<file path="config.mk">
export PLATFORM = sky130hd
export DESIGN_NAME = pwm_channel_sequencer
export DESIGN_NICKNAME = d
export VERILOG_FILES = /design/src/rtl/pwm_pkg.sv /design/src/rtl/pwm_channel_sequencer_carrier.sv /design/src/rtl/pwm_channel_sequencer.sv
export SDC_FILE = /design/constraint.sdc
export NUM_CORES = 1
export LEC_CHECK = 0
export ABC_AREA = 1
export CAP_MARGIN = 30
export CORE_ASPECT_RATIO = 1.5
export CORE_UTILIZATION = 56
export DETAILED_ROUTE_END_ITERATION = 16
export GPL_TIMING_DRIVEN = 0
export PLACE_DENSITY = 0.88
export SLEW_MARGIN = 20
export SYNTH_ARGS = -nofsm -noshare
export SYNTH_HDL_FRONTEND = slang
export SYNTH_SLANG_ARGS = --single-unit
</file>
<file path="constraint.sdc">
create_clock -name MClk -period 7.1 [get_ports MClk]
set_clock_uncertainty 0.15 [all_clocks]
set_input_delay 0.71 -clock MClk [delete_from_list [all_inputs] [get_ports MClk]]
set_output_delay 0.71 -clock MClk [all_outputs]
set_load 0.005 [all_outputs]
</file>
<file path="src/rtl/pwm_pkg.sv">
// pwm_pkg: shared types and constants for the PWM channel sequencer
//   PWM_CNT_W   default width of period/duty/dead-time/precharge values
//   seq_state_t sequencer states
//   SPDT_*      gate request encodings (bit1 high side, bit0 low side)
package pwm_pkg;
    localparam int PWM_CNT_W = 16;
    typedef enum logic [2:0] {IDLE, PRECHARGE, RUN, STOPPING, FAULT} seq_state_t;
    localparam logic [1:0] SPDT_OFF = 2'b00;
    localparam logic [1:0] SPDT_HI  = 2'b10;
    localparam logic [1:0] SPDT_LO  = 2'b01;
endpackage

</file>
<file path="src/rtl/pwm_channel_sequencer_carrier.sv">
// pwm_carrier: carrier wrap counter with period clamp and duty compare
//   MClk, Rst  clock and synchronous active-high reset
//   Enable     carrier runs in the coming cycle
//   Period     active period of the current cycle (clamped to at least 2)
//   Duty       duty that applies to the coming cycle
//   Cnt        carrier count for the coming cycle (0 when not enabled or on entry)
//   Wrap       current cycle is the last of the period
//   HiSide     high side requested in the coming cycle
module pwm_carrier
    import pwm_pkg::*;
#(
    parameter int CNT_W = PWM_CNT_W
) (
    input  logic             MClk,
    input  logic             Rst,
    input  logic             Enable,
    input  logic [CNT_W-1:0] Period,
    input  logic [CNT_W-1:0] Duty,
    output logic [CNT_W-1:0] Cnt,
    output logic             Wrap,
    output logic             HiSide
);
    logic             run_q;
    logic [CNT_W-1:0] cnt_q, pa;
    always_comb begin
        pa = (Period < CNT_W'(2)) ? CNT_W'(2) : Period;
        Wrap = run_q && (cnt_q >= pa - CNT_W'(1));
        // a freshly enabled carrier always starts its first period at 0
        Cnt = (Enable && run_q && !Wrap) ? cnt_q + CNT_W'(1) : '0;
        HiSide = Cnt < Duty;
    end
    always_ff @(posedge MClk) begin
        if (Rst) begin
            run_q <= 1'b0;
            cnt_q <= '0;
        end else begin
            run_q <= Enable;
            cnt_q <= Cnt;
        end
    end
endmodule

</file>
<file path="src/rtl/pwm_channel_sequencer.sv">
// pwm_channel_sequencer: half-bridge leg sequencer with double-buffered carrier configuration
//   MClk, Rst            clock and synchronous active-high reset
//   Start, Stop          level start/stop requests
//   Fault, FaultClr      external trip and its acknowledge pulse
//   CfgWe, Cfg*          configuration write into the pending registers
//   SPDT                 gate request, DeadTimeCount active dead time
//   PeriodStart, Running, Faulted, CfgPending  registered status
module pwm_channel_sequencer
    import pwm_pkg::*;
#(
    parameter int CNT_W = PWM_CNT_W
) (
    input  logic             MClk,
    input  logic             Rst,
    input  logic             Start,
    input  logic             Stop,
    input  logic             Fault,
    input  logic             FaultClr,
    input  logic             CfgWe,
    input  logic [CNT_W-1:0] CfgPeriod,
    input  logic [CNT_W-1:0] CfgDuty,
    input  logic [CNT_W-1:0] CfgDeadTime,
    input  logic [CNT_W-1:0] CfgPrecharge,
    output logic [1:0]       SPDT,
    output logic [CNT_W-1:0] DeadTimeCount,
    output logic             PeriodStart,
    output logic             Running,
    output logic             Faulted,
    output logic             CfgPending
);
    seq_state_t       state, state_next;
    logic [CNT_W-1:0] pend_period, pend_duty, pend_dead, pend_pre;
    logic [CNT_W-1:0] act_period, act_duty, act_pre;
    logic [CNT_W-1:0] duty_next, pre_next, pre_cnt, cnt;
    logic             boundary, apply, wrap, hi_side, run_now, run_next;
    pwm_carrier #(.CNT_W(CNT_W)) u_carrier (
        .MClk   (MClk),
        .Rst    (Rst),
        .Enable (run_next),
        .Period (act_period),
        .Duty   (duty_next),
        .Cnt    (cnt),
        .Wrap   (wrap),
        .HiSide (hi_side)
    );
    always_comb begin
        run_now = state == RUN || state == STOPPING;
        boundary = state == IDLE || (run_now && wrap);
        apply = boundary && CfgPending;
        // values that are active in the coming cycle, seen through a boundary update
        duty_next = apply ? pend_duty : act_duty;
        pre_next = apply ? pend_pre : act_pre;
        state_next = state;
        if (Fault)
            state_next = FAULT;
        else
            case (state)
                IDLE:      if (Start) state_next = (pre_next == '0) ? RUN : PRECHARGE;
                PRECHARGE: state_next = Stop ? IDLE : (pre_cnt == CNT_W'(1)) ? RUN : PRECHARGE;
                RUN:       if (Stop) state_next = STOPPING;
                STOPPING:  if (wrap) state_next = IDLE;
                FAULT:     if (FaultClr) state_next = IDLE;
                default:   state_next = IDLE;
            endcase
        run_next = state_next == RUN || state_next == STOPPING;
    end
    always_ff @(posedge MClk) begin
        if (Rst) begin
            state <= IDLE;
            SPDT <= SPDT_OFF;
            PeriodStart <= 1'b0;
            Running <= 1'b0;
            Faulted <= 1'b0;
            CfgPending <= 1'b0;
            pend_period <= '0;
            pend_duty <= '0;
            pend_dead <= '0;
            pend_pre <= '0;
            act_period <= '0;
            act_duty <= '0;
            act_pre <= '0;
            DeadTimeCount <= '0;
            pre_cnt <= '0;
        end else begin
            state <= state_next;
            if (apply) begin
                act_period <= pend_period;
                act_duty <= pend_duty;
                act_pre <= pend_pre;
                DeadTimeCount <= pend_dead;
            end
            if (CfgWe) begin
                pend_period <= CfgPeriod;
                pend_duty <= CfgDuty;
                pend_dead <= CfgDeadTime;
                pend_pre <= CfgPrecharge;
            end
            CfgPending <= CfgWe || (CfgPending && !boundary);
            // loaded outside PRECHARGE so entry starts with the full precharge count
            pre_cnt <= (state == PRECHARGE) ? pre_cnt - CNT_W'(1) : pre_next;
            SPDT <= (state_next == PRECHARGE) ? SPDT_LO : !run_next ? SPDT_OFF : hi_side ? SPDT_HI : SPDT_LO;
            PeriodStart <= run_next && cnt == '0;
            Running <= run_next;
            Faulted <= state_next == FAULT;
        end
    end
endmodule
</file>
==> results_dict.tcl <==
set metrics [dict create \
    synthToLayoutAreaGrowth_pct 22.8 \
    pwr-share-comb_pct 16.6 \
    critPathKind "flip-flop to flip-flop" \
    r2r-end "SPDT[1]" \
    layout-drive-gt1-share_pct 4.94 \
    drtIter0Drc 529 \
    hold_slack_ps 319 \
    clk_path_buf_depth 2 \
    io_pins 93 \
    max-cap-violations 0 \
    final-hold-violation-count 0 \
    cts_buffers 17 \
    power_density_nw_per_um2 259 \
    endpoint "SPDT[1]" \
    regArea_sq_um 3380 \
    syn_nets 1137 \
    cts_tree "yes" \
    crit_fanout 10 \
    n_fill_cell 979 \
    status "finished clean" \
    die_x_um 97.3 \
    async_flop_share_pct 0 \
    cp_data_arrival_time_ps 6830 \
    syn_avg_cell_area_sq_um 7.40 \
    cp-start-kind "flip-flop" \
    worst_pin_slew_ps 771 \
    synth_top_flop_cell "dfxtp_1" \
    rr_worst_depth 37 \
    cts.clk_slew.worst_paths_ps 70 \
    drcViolationCount 0 \
    slew_violations 0 \
    final_cell_area_sq_um 9370 \
    synthMuxAreaShare_pct 1.97 \
    h-tree-depth 4 \
    n_antenna_cell 0 \
    slowest_delay_ps 580 \
    period_needed_ps 6610 \
    final_util_pct 71.3 \
    fin_nets 1246 \
    dp_hpwl_um 14500 \
    setup_viol 0 \
    relSlewSlack_pct 48.6 \
    die_h_um 145 \
    cts_setup_buffers 0 \
    syn_area_sq_um 7630 \
    synthSimpleGateAreaFrac_pct 25.6 \
    final.period_utilization_pct 93.1 \
    gp_congestion 0.957 \
    portBuffers 90 \
    wire_per_inst_um 15.5 \
    vias 7266 \
    synth-edff-count 0 \
    power.switching_uw 673 \
    synth-xor-area-share_pct 2.76 \
    rows 51 \
    grt_first_pass_wirelength_um 33100 \
    startpoint "act_period[4]" \
    ys_seq_elements 169 \
    dr.pass1.iters 8 \
    cp_top_family "simple AND/OR/NAND/NOR gates" \
    rr_startpoint "act_period[4]" \
    seq_power_share_pct 42.7 \
    clockRootBuffer "clkbuf_16" \
    ff2ff_setup_slack_ps 490 \
    ir_worst_vdd_mv 0.212 \
    dieArea_sq_um 14100 \
    path_buf_inv 4 \
    netlist_instances 1031 \
    worstSetupEndpointType "flip-flop" \
    grt_max_degree 17 \
    min_from "act_pre[1]" \
    critPathRequiredTime_ps 7320 \
    setup_ws_ps 489 \
    hp-class "flip-flop to flip-flop" \
    synth-compound-area-share_pct 12.6 \
    synth_warnings 0 \
    finalSetupTns_ps 0 \
    synthAdderAreaFrac_pct 5.74 \
    via_per_inst 5.54 \
    p_clk_share_pct 40.6 \
    core_area_sq_um 13100 \
    grt_pass1_vias 6990 \
    fmax_mhz 151 \
    post-place-ws_ps 749 \
    p_leak_nw 4.26 \
    antenna_found_initial 0 \
    multi_input_area_sq_um 3710 \
    crit_cells 37 \
    placed_cell_area_sq_um 8730 \
    rsz0062_at_grt "no" \
    start_util_pct 58.0 \
    critical_path.most_common_cell "nand2_1" \
    internal_power_mw 1.75 \
    clock-sinks 169 \
    clk_latency_ps 430 \
    synth_top_family_by_area "simple AND/OR/NAND/NOR gates" \
    yosysUniqueCellTypes 40 \
    slowest_stage "or4_1" \
    grt-ovfl-total 0 \
    ant_nets 0 \
    wl_um 20400 \
    yosysSeqAreaShare_pct 44.3 \
    grt_use_total_pct 29.3 \
    netSwitchingFraction_pct 27.7 \
]
-- worst min-delay path, cell delays in order (launching register included) --
cell	delay, ps
dfxtp_1	300
nand2_1	70
a21oi_1	50
-- cell usage after synthesis, types with 3 or more instances --
| master | count | area share, % |
|---|---|---|
| buf_1 | 4 | 0.20 |
| a31oi_1 | 5 | 0.41 |
| nor4_1 | 6 | 0.49 |
| xor2_1 | 16 | 1.8 |
| nor2_2 | 3 | 0.25 |
| xnor2_1 | 8 | 0.92 |
| nor3_1 | 19 | 1.2 |
| nand4_1 | 9 | 0.74 |
| clkbuf_1 | 39 | 1.9 |
| inv_1 | 83 | 4.1 |
| a21oi_1 | 40 | 2.6 |
| dfxtp_1 | 169 | 44 |
| buf_6 | 3 | 0.44 |
| nand3_1 | 30 | 2.0 |
| ha_1 | 35 | 5.7 |
| o21bai_1 | 3 | 0.30 |
| nor2_1 | 280 | 14 |
| o21ai_0 | 122 | 8.0 |
| inv_2 | 3 | 0.15 |
| mux2i_1 | 15 | 2.0 |
| nand2_1 | 110 | 5.4 |
| o221ai_1 | 3 | 0.34 |
-- timing repair --
| item | in CTS | in global routing |
|---|---|---|
| gates resized for setup | 0 | 1 |
| setup endpoints to repair | 0 | 2 |
| hold buffers | 0 | 0 |
-- sequential cells by signal, indices dropped and copies added (netlist names), 2 cells and up --
register         count
DeadTimeCount       16
act_duty            16
act_period          16
act_pre             16
pend_dead           16
pend_duty           16
pend_period         16
pend_pre            16
pre_cnt             16
u_carrier.cnt_q     16
state                3
SPDT                 2
-- cells in the final DEF (no fill, tap or decap), types with 3 or more instances in the layout --
master / Yosys / routed
nor3_1: 19 / 19
inv_2: 3 / 3
o21bai_1: 3 / 3
a21oi_1: 40 / 40
o221ai_1: 3 / 3
xor2_1: 16 / 16
xnor2_1: 8 / 8
nor2_2: 3 / 3
o21ai_0: 122 / 122
ha_1: 35 / 35
buf_6: 3 / 3
nor2_1: 280 / 280
dfxtp_1: 169 / 169
inv_8: 0 / 3
nand2_1: 110 / 110
inv_1: 83 / 83
clkdlybuf4s50_1: 0 / 90
mux2i_1: 15 / 15
clkbuf_1: 39 / 39
nor4_1: 6 / 5
bufinv_16: 0 / 3
buf_1: 4 / 4
nand3_1: 30 / 30
nand4_1: 9 / 9
a31oi_1: 5 / 5
clkbuf_16: 0 / 17
inv_6: 0 / 4
-- power groups by stage --
stage,Combinational [mW],Clock [mW],Sequential [mW]
2_1_floorplan,0.259,0,1.05
3_5_place_dp,0.389,0,1.06
4_1_cts,0.397,0.988,1.04
5_1_grt,0.450,1.03,1.04
3_3_place_gp,0.378,0,1.06
6_report,0.404,0.986,1.04
-- worst min path at each step --
stage | end | slack (ps) | depth (start not counted)
after global routing | act_pre[4] | 340 | 2
after floorplan | act_pre[0] | 300 | 2
after detailed placement | act_pre[13] | 310 | 2
after CTS | act_pre[13] | 320 | 2
final | act_pre[1] | 320 | 2
after global placement | act_pre[0] | 300 | 2
-- kinds of logic after synthesis --
family,after synthesis
compound gates,180
mux,15
xor+xnor,24
buf+inv,136
simple gates,472
fa+ha+maj,35
flops,169
-- layout make-up --
class                      count  area share [%]
tap                          159            2.12
multi-input combinational    726            39.6
sequential                   169            36.1
buffer                        48            2.22
clock inverter                13            1.92
timing repair buffer          90            9.62
clock buffer                  19            4.84
inverter                      88            3.53
-- metrics by stage --
stage,std cells,total power [mW]
6_report,1312,2.43
5_1_grt,1312,2.53
4_1_cts,1312,2.42
3_5_place_dp,1280,1.45
3_3_place_gp,1280,1.43
2_1_floorplan,1031,1.31
-- routing by layer --
layer / wire length (um) / track usage [%] / up-vias
met3: 1070 / 5.35 / 62
met1: 7620 / 32.1 / 3371
met5: 0 / 0 / -
li1: - / - / 3557
met4: 826 / 14.0 / 0
met2: 10900 / 53.6 / 276
(Power assumes the default switching activity.)
